--- src/rtl/inst_record_pkg.sv ---
// Shared types and helpers for the in-flight instruction record table and its
// downstream hazard checkers.
package inst_record_pkg;

   localparam int unsigned IDX_W  = 3;
   localparam int unsigned REG_W  = 5;
   localparam int unsigned MASK_W = 8;

   typedef struct packed {
      logic              vdValid;
      logic [REG_W-1:0]  vd;
      logic              vs1Valid;
      logic [REG_W-1:0]  vs1;
      logic [REG_W-1:0]  vs2;
      logic [IDX_W-1:0]  instIndex;
      logic              gather;
      logic              gather16;
      logic              onlyRead;
      logic [MASK_W-1:0] elementMask;
   } instRecordT;

   // Bit 2 is the wrap flag: a differing wrap flag inverts the low-bit ordering.
   function automatic logic idx_older(input logic [IDX_W-1:0] a, input logic [IDX_W-1:0] b);
      return (a[1:0] < b[1:0]) ^ a[2] ^ b[2];
   endfunction

endpackage

--- src/rtl/inst_record_age_select.sv ---
// Combinational reduction picking the oldest live instruction index.
module inst_record_age_select
   import inst_record_pkg::*;
#(
   parameter int unsigned ENTRIES = 4
) (
   input  logic [ENTRIES-1:0]       valid,
   input  logic [IDX_W*ENTRIES-1:0] instIndexFlat,
   output logic [IDX_W-1:0]         oldestIndex
);

   logic found;
   logic qualifies;

   always_comb begin
      oldestIndex = '0;
      found       = 1'b0;
      qualifies   = 1'b0;
      for (int unsigned i = 0; i < ENTRIES; i++) begin
         qualifies = valid[i];
         for (int unsigned j = 0; j < ENTRIES; j++) begin
            if (j != i && valid[j] &&
                idx_older(instIndexFlat[IDX_W*j +: IDX_W], instIndexFlat[IDX_W*i +: IDX_W]))
               qualifies = 1'b0;
         end
         if (qualifies && !found) begin
            found       = 1'b1;
            oldestIndex = instIndexFlat[IDX_W*i +: IDX_W];
         end
      end
      // Inconsistent index sets can leave no candidate; fall back to the lowest live slot.
      if (!found) begin
         for (int unsigned i = 0; i < ENTRIES; i++) begin
            if (valid[i] && !found) begin
               found       = 1'b1;
               oldestIndex = instIndexFlat[IDX_W*i +: IDX_W];
            end
         end
      end
   end

endmodule

--- src/rtl/inst_record_table.sv ---
// In-flight instruction record table: allocate on issue, update on vdDone/maskUpd,
// free on retire; all fields exported as flat registered vectors.
module inst_record_table
   import inst_record_pkg::*;
#(
   parameter int unsigned ENTRIES = 4
) (
   input  logic                        clock,
   input  logic                        reset,
   input  logic                        alloc_valid,
   output logic                        alloc_ready,
   input  logic                        alloc_vd_valid,
   input  logic                        alloc_vs1_valid,
   input  logic                        alloc_gather,
   input  logic                        alloc_gather16,
   input  logic                        alloc_onlyRead,
   input  logic [4:0]                  alloc_vd,
   input  logic [4:0]                  alloc_vs1,
   input  logic [4:0]                  alloc_vs2,
   input  logic [IDX_W-1:0]            alloc_instIndex,
   input  logic [7:0]                  alloc_elementMask,
   input  logic                        retire_valid,
   input  logic [IDX_W-1:0]            retire_instIndex,
   input  logic                        vdDone_valid,
   input  logic [IDX_W-1:0]            vdDone_instIndex,
   input  logic                        maskUpd_valid,
   input  logic [IDX_W-1:0]            maskUpd_instIndex,
   input  logic [7:0]                  maskUpd_mask,
   output logic [ENTRIES-1:0]          rec_valid,
   output logic [ENTRIES-1:0]          rec_vd_valid,
   output logic [ENTRIES-1:0]          rec_vs1_valid,
   output logic [ENTRIES-1:0]          rec_gather,
   output logic [ENTRIES-1:0]          rec_gather16,
   output logic [ENTRIES-1:0]          rec_onlyRead,
   output logic [5*ENTRIES-1:0]        rec_vd,
   output logic [5*ENTRIES-1:0]        rec_vs1,
   output logic [5*ENTRIES-1:0]        rec_vs2,
   output logic [IDX_W*ENTRIES-1:0]    rec_instIndex,
   output logic [8*ENTRIES-1:0]        rec_elementMask,
   output logic [$clog2(ENTRIES+1)-1:0] count,
   output logic                        empty,
   output logic                        full,
   output logic                        oldest_valid,
   output logic [IDX_W-1:0]            oldest_instIndex,
   output logic                        retire_miss,
   output logic                        dup_error
);

   localparam int unsigned SLOT_W  = $clog2(ENTRIES);
   localparam int unsigned COUNT_W = $clog2(ENTRIES+1);

   instRecordT          recs [ENTRIES];
   logic [ENTRIES-1:0]  recValid;
   logic [COUNT_W-1:0]  countQ;
   logic                retireMissQ;
   logic                dupErrorQ;

   logic                retireHit, vdHit, maskHit, freeHit, dupHit, allocFire;
   logic [SLOT_W-1:0]   retireSlot, vdSlot, maskSlot, freeSlot;

   assign full        = (countQ == COUNT_W'(ENTRIES));
   assign empty       = (countQ == '0);
   assign alloc_ready = ~full;
   assign allocFire   = alloc_valid & ~full;

   // All lookups use pre-edge state: the lowest matching valid slot wins.
   always_comb begin
      retireHit = 1'b0; retireSlot = '0;
      vdHit     = 1'b0; vdSlot     = '0;
      maskHit   = 1'b0; maskSlot   = '0;
      freeHit   = 1'b0; freeSlot   = '0;
      dupHit    = 1'b0;
      for (int unsigned i = 0; i < ENTRIES; i++) begin
         if (retire_valid && !retireHit && recValid[i] && recs[i].instIndex == retire_instIndex) begin
            retireHit  = 1'b1;
            retireSlot = SLOT_W'(i);
         end
         if (vdDone_valid && !vdHit && recValid[i] && recs[i].instIndex == vdDone_instIndex) begin
            vdHit  = 1'b1;
            vdSlot = SLOT_W'(i);
         end
         if (maskUpd_valid && !maskHit && recValid[i] && recs[i].instIndex == maskUpd_instIndex) begin
            maskHit  = 1'b1;
            maskSlot = SLOT_W'(i);
         end
         if (!freeHit && !recValid[i]) begin
            freeHit  = 1'b1;
            freeSlot = SLOT_W'(i);
         end
      end
      for (int unsigned i = 0; i < ENTRIES; i++) begin
         if (recValid[i] && recs[i].instIndex == alloc_instIndex &&
             !(retireHit && retireSlot == SLOT_W'(i)))
            dupHit = 1'b1;
      end
   end

   always_ff @(posedge clock) begin
      if (reset) begin
         for (int unsigned i = 0; i < ENTRIES; i++) recs[i] <= '0;
         recValid    <= '0;
         countQ      <= '0;
         retireMissQ <= 1'b0;
         dupErrorQ   <= 1'b0;
      end else begin
         retireMissQ <= retire_valid & ~retireHit;
         if (retireHit)
            recValid[retireSlot] <= 1'b0;
         if (vdHit && !(retireHit && retireSlot == vdSlot))
            recs[vdSlot].vdValid <= 1'b0;
         if (maskHit && !(retireHit && retireSlot == maskSlot))
            recs[maskSlot].elementMask <= maskUpd_mask;
         if (allocFire) begin
            recValid[freeSlot] <= 1'b1;
            recs[freeSlot]     <= '{vdValid: alloc_vd_valid, vd: alloc_vd,
                                    vs1Valid: alloc_vs1_valid, vs1: alloc_vs1,
                                    vs2: alloc_vs2, instIndex: alloc_instIndex,
                                    gather: alloc_gather, gather16: alloc_gather16,
                                    onlyRead: alloc_onlyRead,
                                    elementMask: alloc_elementMask};
            if (dupHit)
               dupErrorQ <= 1'b1;
         end
         countQ <= countQ + COUNT_W'(allocFire) - COUNT_W'(retireHit);
      end
   end

   always_comb begin
      rec_vd_valid    = '0;
      rec_vs1_valid   = '0;
      rec_gather      = '0;
      rec_gather16    = '0;
      rec_onlyRead    = '0;
      rec_vd          = '0;
      rec_vs1         = '0;
      rec_vs2         = '0;
      rec_instIndex   = '0;
      rec_elementMask = '0;
      for (int unsigned i = 0; i < ENTRIES; i++) begin
         rec_vd_valid[i]               = recs[i].vdValid;
         rec_vs1_valid[i]              = recs[i].vs1Valid;
         rec_gather[i]                 = recs[i].gather;
         rec_gather16[i]               = recs[i].gather16;
         rec_onlyRead[i]               = recs[i].onlyRead;
         rec_vd[5*i +: 5]              = recs[i].vd;
         rec_vs1[5*i +: 5]             = recs[i].vs1;
         rec_vs2[5*i +: 5]             = recs[i].vs2;
         rec_instIndex[IDX_W*i +: IDX_W] = recs[i].instIndex;
         rec_elementMask[8*i +: 8]     = recs[i].elementMask;
      end
   end

   assign rec_valid    = recValid;
   assign count        = countQ;
   assign oldest_valid = ~empty;
   assign retire_miss  = retireMissQ;
   assign dup_error    = dupErrorQ;

   inst_record_age_select #(.ENTRIES(ENTRIES)) ageSelect (
      .valid        (recValid),
      .instIndexFlat(rec_instIndex),
      .oldestIndex  (oldest_instIndex)
   );

endmodule

--- config.mk ---
export PLATFORM = sky130hd
export DESIGN_NAME = inst_record_table
export DESIGN_NICKNAME = d
export VERILOG_FILES = /design/src/rtl/inst_record_pkg.sv /design/src/rtl/inst_record_age_select.sv /design/src/rtl/inst_record_table.sv
export SDC_FILE = /design/constraint.sdc
export NUM_CORES = 1
export LEC_CHECK = 0
export ABC_AREA = 1
export CORE_ASPECT_RATIO = 2
export CORE_MARGIN = 8
export CORE_UTILIZATION = 50
export CTS_BUF_LIST = sky130_fd_sc_hd__clkbuf_4 sky130_fd_sc_hd__clkbuf_8
export CTS_CLUSTER_SIZE = 40
export DETAILED_ROUTE_END_ITERATION = 8
export PLACE_DENSITY = 0.89
export SLEW_MARGIN = 20
export SYNTH_ARGS = -nofsm -noshare
export SYNTH_HDL_FRONTEND = slang
export SYNTH_HIERARCHICAL = 1
export SYNTH_SLANG_ARGS = --single-unit
--- constraint.sdc ---
create_clock -name clock -period 3.1 [get_ports clock]
set_input_delay 0.62 -clock clock [delete_from_list [all_inputs] [get_ports clock]]
set_output_delay 0.62 -clock clock [all_outputs]
set_load 0.005 [all_outputs]
### Word level (Yosys, flattened, before mapping)

Memories as Yosys holds them, arrays and structs flattened.
Cells that the tools add are included.

| cells by class | value |
|---|---|
| $lt $le $gt $ge | 16 |
| $add $sub $neg | 2 |
| mux-type cells | 89 |
| equality and inequality tests | 22 |
| reduce and logical (&&, ||, !) cells | 106 |
| bitwise gates (word level) | 32 |

Operators with widths:

| operator | count |
|---|---|
| 31-bit two-way mux | 3 |
| 31-bit OR reduction | 3 |
| 1-bit logical AND | 73 |
| 1-bit two-way mux | 59 |
| 3-bit equality test | 16 |
| 1-bit logical NOT | 27 |
| 3-bit two-way mux | 9 |
| 2-bit two-way mux | 13 |
| 2-bit < comparator | 12 |
| 1-bit bitwise XOR | 24 |
| 4-bit two-way mux | 3 |
| 2-bit by 3-bit < comparator with 1-bit output (second input constant) | 2 |
| 4-bit AND | 1 |
| 1-bit demux with 2-bit select | 2 |
| 2-bit equality test | 2 |
| 2-bit equality test (second input constant) | 2 |
| 2-bit by 1-bit >= comparator with 1-bit output (second input constant) | 2 |
| 4-bit NOT | 1 |
| 4-bit OR | 1 |
| 3-bit by 1-bit adder with 3-bit output | 1 |
| 3-bit equality test (second input constant) | 1 |
| 3-bit logical NOT | 1 |
| 1-bit NOT | 3 |
| 3-bit by 1-bit subtractor with 3-bit output | 1 |
| 4 further kinds | 5 |

| storage, ports and cells | value |
|---|---|
| output and inout bits | 140 |
| memories kept | 1 |
| input port bits | 54 |
| memory bits (writable) | 124 |
| flip-flop bits (word level) | 9 |

Memories:

| name | depth | bits a word | read ports | clocked after memory_dff | write ports | line | RTL |
|---|---|---|---|---|---|---|---|
| recs | 4 | 31 | 4 | 0 | 4 | inst_record_table.sv:52 | `instRecordT recs [ENTRIES];` |

### Depth between registers and ports, before layout

An unclocked memory read counts as a cell.

| logic depth | value |
|---|---|
| word-level depth | 34 |
| depth in mapped cells | 20 |

### Hierarchy

The synthesis kept the hierarchy.

Modules (own cells, without submodules):

| module | cells an instance | area an instance (µm²) | sequential area each (µm²) | times used |
|---|---|---|---|---|
| inst_record_table | 704 | 6506.2 | 3903.7 | 1 |
| inst_record_age_select | 191 | 987.2 | 0.0 | 1 |

### Worst setup path after synthesis

No wires, ideal clock.

| timing | value |
|---|---|
| path type | register to output |
| start point | memory recs[3][12] (netlist name) |
| end point | output oldest_instIndex[2] |
| data required time | 2.480 ns |
| cell stages (with the launch flop) | 17 |
| slack | 0.351 ns |
| arrival | 2.129 ns |
| cell sequence | edfxtp_1 -> inv_1 -> ha_1 -> inv_1 -> o21bai_1 -> nand2_1 -> nand2_1 -> nand3_1 -> nand4_2 -> nand3_4 -> nor2_8 -> nand3_1 -> nand2_1 -> nor2_1 -> nand2_1 -> nand2_1 -> a21oi_1 |

RTL lines:

| item | line | RTL |
|---|---|---|
| start, declared | inst_record_table.sv:52 |  |
| end, declared | inst_record_table.sv:44 | `output logic [IDX_W-1:0] oldest_instIndex,` |

==> run_summary.xml <==
<?xml version="1.0" encoding="UTF-8"?>
<metrics>
  <group name="synth">
    <metric name="share_of_cell_area_taken_by_muxes_after_synthesis" unit="%">0</metric>
    <metric name="syn_avg_cell_area" unit="um2">8.37</metric>
    <metric name="synth.distinct_cells" unit="">40</metric>
    <metric name="netlist_area" unit="um2">7490</metric>
    <metric name="post_synth_xor_area_fraction" unit="%">1.40</metric>
    <metric name="synthSimpleGateAreaFrac" unit="%">32.8</metric>
    <metric name="async_s_r_ff_share_synth" unit="%">0</metric>
    <metric name="yosysSeqAreaShare" unit="%">52.1</metric>
    <metric name="synth-compound-area-share" unit="%">3.14</metric>
    <metric name="dominantRegCellSynth" unit="">edfxtp_1</metric>
    <metric name="synth_cells" unit="">895</metric>
    <metric name="dominant_combinational_cell_family_by_area_after_synthesis" unit="">simple AND/OR/NAND/NOR gates</metric>
    <metric name="synth_edf_count" unit="">124</metric>
    <metric name="synth-warning-count" unit="">6</metric>
    <metric name="synth.ff_latch_count" unit="">133</metric>
    <metric name="fraction_of_the_mapped_netlist_area_in_adder_cells" unit="%">2.60</metric>
    <metric name="syn-num-nets" unit="">964</metric>
  </group>
  <group name="clock_tree">
    <metric name="cts_tree" unit="">yes</metric>
    <metric name="insertion_delay" unit="ns">0.45</metric>
    <metric name="hold_buffers" unit="">0</metric>
    <metric name="clock_sink_count" unit="">133</metric>
    <metric name="clock_tree_root" unit="">clkbuf_8</metric>
    <metric name="cts_htree_levels" unit="">4</metric>
    <metric name="clkTransAtPathRegs" unit="ns">0.08</metric>
    <metric name="cts-root-to-sink-buffers" unit="">2</metric>
    <metric name="cts_buffers" unit="">17</metric>
  </group>
  <group name="grt">
    <metric name="global_route.usage.met3" unit="%">8.61</metric>
    <metric name="grt_remaining_overflow" unit="">0</metric>
    <metric name="grt_pass1_wl" unit="mm">41.1</metric>
    <metric name="grt_antenna_before_repair" unit="">1</metric>
    <metric name="grt_busiest_layer" unit="">met2</metric>
    <metric name="grt.met2_usage" unit="%">51.6</metric>
    <metric name="total_global_route_track_usage" unit="%">28.7</metric>
    <metric name="grt_start_max_net_pins" unit="">25</metric>
    <metric name="grt_use_met1" unit="%">25.1</metric>
    <metric name="grt_pass1_vias" unit="">7711</metric>
  </group>
  <group name="critical_path">
    <metric name="cp_top_family" unit="">simple AND/OR/NAND/NOR gates</metric>
    <metric name="setup.worst_path.class" unit="">reg2out</metric>
    <metric name="cp_data_arrival_time" unit="ns">2.69</metric>
    <metric name="reg2regPathDepth" unit="">14</metric>
    <metric name="critical_path.max_fanout" unit="">4</metric>
    <metric name="critical_path.cell_chain" unit="">ha_1, nand2_1, nand2_2, nand2_1, nand2_1, nand3_1, nand2_2, inv_1, nand2_2, nand3_4, nor2_4, nand2_1, nand3b_1, nand2_1, nand2_1, nand2_1, a21oi_1, buf_2</metric>
    <metric name="worst_path_most_repeated_cell" unit="">nand2_1</metric>
    <metric name="crit_slowest_cell" unit="">edfxtp_1</metric>
    <metric name="crit_end_element" unit="">primary output</metric>
    <metric name="worst-path-stages" unit="">18</metric>
    <metric name="worst_ep_required_time" unit="ns">2.48</metric>
    <metric name="buffering_stage_count_on_the_worst_path_with_inverters_included" unit="">2</metric>
    <metric name="worstSetupStartpointType" unit="">flip-flop</metric>
    <metric name="cp_slowest_stage_delay" unit="ns">0.48</metric>
  </group>
  <group name="power_and_ir_drop">
    <metric name="worst_ir_drop_vdd" unit="uV">438</metric>
    <metric name="powerDensity" unit="nW/um2">501</metric>
    <metric name="power_leakage" unit="nW">4.82</metric>
  </group>
  <group name="detailed_routing">
    <metric name="drc" unit="">0</metric>
    <metric name="wl" unit="mm">27.3</metric>
    <metric name="ant_nets" unit="">0</metric>
    <metric name="drt-pass1-iter-count" unit="">6</metric>
    <metric name="detail_route.vias_per_cell" unit="">5.47</metric>
    <metric name="average_wire_length_per_cell_after_detail_routing" unit="um">19.9</metric>
    <metric name="dr.first_iter.drc_count" unit="">467</metric>
    <metric name="vias_post_dr" unit="">7489</metric>
  </group>
  <group name="final_layout">
    <metric name="multiInputGateArea" unit="um2">3120</metric>
    <metric name="layout-drive-gt1-share" unit="%">16.2</metric>
    <metric name="nets" unit="">1231</metric>
    <metric name="area_overhead_of_the_layout_relative_to_synthesis" unit="%">42.1</metric>
    <metric name="antenna_cells" unit="">0</metric>
    <metric name="num-fill-cells" unit="">1051</metric>
    <metric name="sequential_cell_area" unit="um2">3900</metric>
  </group>
  <group name="sta">
    <metric name="timing.setup.tns" unit="ns">-0.606</metric>
    <metric name="fin_hold_viols" unit="">0</metric>
    <metric name="timing.fmax" unit="MHz">302</metric>
    <metric name="final.setup.worst_slack" unit="ns">-0.215</metric>
    <metric name="fin_worst_hold_slack" unit="ns">0.472</metric>
    <metric name="grt_setup_unrepaired" unit="">true</metric>
    <metric name="finalMaxSlewViolations" unit="">0</metric>
    <metric name="period_needed" unit="ns">3.31</metric>
    <metric name="final_number_of_setup_violating_endpoints" unit="">3</metric>
    <metric name="timing.final.crit_share" unit="%">107</metric>
    <metric name="tightestPinTransition" unit="ns">0.955</metric>
    <metric name="relSlewSlack" unit="%">36.3</metric>
    <metric name="worst_clock_skew" unit="ns">0.0160</metric>
  </group>
  <group name="job">
    <metric name="maxCapViolCount" unit="">0</metric>
  </group>
  <group name="floorplan">
    <metric name="design.core.area" unit="um2">14700</metric>
    <metric name="die_h" unit="um">189</metric>
    <metric name="top_level_ports" unit="">194</metric>
    <metric name="die_width" unit="um">103</metric>
    <metric name="die_area" unit="um2">19400</metric>
    <metric name="rows" unit="">63</metric>
    <metric name="start_util" unit="%">50.8</metric>
  </group>
  <group name="place">
    <metric name="routabilityCongestion" unit="">0.999</metric>
    <metric name="place_hpwl" unit="mm">20.4</metric>
    <metric name="numPortBuffers" unit="">193</metric>
  </group>
  <group name="worst_hold_path">
    <metric name="hold-path-cell-count" unit="">2</metric>
    <metric name="min_path_type" unit="">reg2reg</metric>
  </group>
  <group name="run_status">
    <metric name="result_of_the_run" unit="">finished with violations</metric>
    <metric name="failed_checks" unit="">setup timing</metric>
  </group>
</metrics>
## Yosys cell counts, drive strengths merged (2+ instances only)
library cell    n  area, um2
a21oi          12       60.1
o21bai          3       26.3
nor2          172        723
buf            16        105
ha             14        175
o22ai           5       31.3
nand3          50        320
nor3            4       20.0
nand3b          3       22.5
o21ai          13       65.1
edfxtp        124       3720
inv           122        458
clkinv          4       15.0
a31oi           2       27.5
dfxtp           9        180
xnor2           7       61.3
xor2            5       43.8
clkbuf          5       20.0
nand4          42        290
nand2         278       1060
## layout by cell type, fill, tap and decap left out, drive strengths merged
master	n
inv	129
a21oi	12
ha	14
xor2	5
clkinvlp	1
nor2	172
nand4	42
o21bai	3
xnor2	7
a221oi	1
bufinv	1
clkdlybuf4s50	190
edfxtp	124
clkinv	9
clkbuf	18
nand2	278
nand3	50
fa	1
nand3b	3
a31oi	2
o22ai	5
buf	79
nor3	4
dfxtp	9
o21ai	13
o2111ai	1
nor4	1
o211ai	1
## area by class of cell
class	count	area share (%)
clock buffers	18	2.27
clock inverters	14	1.33
inverters	126	4.44
multi-input cells	615	29.3
flip-flops and latches	133	36.7
well taps	195	2.29
repair buffers	269	23.7
## per-stage QoR
stage               worst slack, ns  power [mW]  area, um2  utilization, %  instances
floorplan                     0.351        2.97       7490               -        895
global placement             -0.206        3.82      10100            68.4       1328
detailed placement           -0.242        3.87      10100            68.4       1328
CTS                          -0.237        5.31      10600            71.9       1368
global route                 -0.460        5.56      10700            72.3       1370
finish                       -0.215        5.34      10700            72.3       1370
## path summary, 6_finish.rpt
kind                               to  slack (ns)   startpoint
setup / recovery  oldest_instIndex[1]       -0.21  recs[0][12]
hold / removal              dup_error        0.47    dup_error
setup reg to reg             count[2]        0.35  recs[3][13]
hold reg to reg             dup_error        0.47    dup_error
## what timing repair did
action	4_1_cts	5_1_grt
setup endpoints to repair	3	3
pin swaps	11	2
gates resized for setup	39	9
buffers inserted	8	2
## metal layers
metal / part of all wire, % / wire [um] / vias up
met4: 7.6 / 2080 / 2
met3: 9.1 / 2480 / 146
met1: 30 / 8120 / 3456
met5: 0.040 / 11 / -
li1: - / - / 3443
met2: 54 / 14600 / 442
## power breakdown
| part | switching, mW | internal, mW |
|---|---|---|
| clock | 0.771 | 0.668 |
| combinational | 0.888 | 0.760 |
| sequential | 0.0953 | 2.15 |
| total | 1.75 | 3.58 |
## sequential cells by signal, indices dropped and copies added (netlist names)
register     count
count            3
dup_error        1
rec_valid        4
recs           124
retire_miss      1
## worst reg2reg max path: stages, from the launching register on
cell,delay [ns]
edfxtp_1,0.53
buf_4,0.22
inv_1,0.20
nand2_1,0.08
nand2_1,0.07
nor2_1,0.04
nand2_1,0.18
nand3_2,0.14
ha_1,0.31
inv_1,0.07
ha_1,0.16
inv_1,0.06
fa_1,0.37
o21ai_0,0.17
a21oi_1,0.05
## cells by family after synthesis
kind of cell,after synthesis
simple gates,550
buf+inv,147
flops,133
compound gates,38
fa+ha+maj,15
xor+xnor,12
Note: power is estimated with default switching activity, not from simulation.
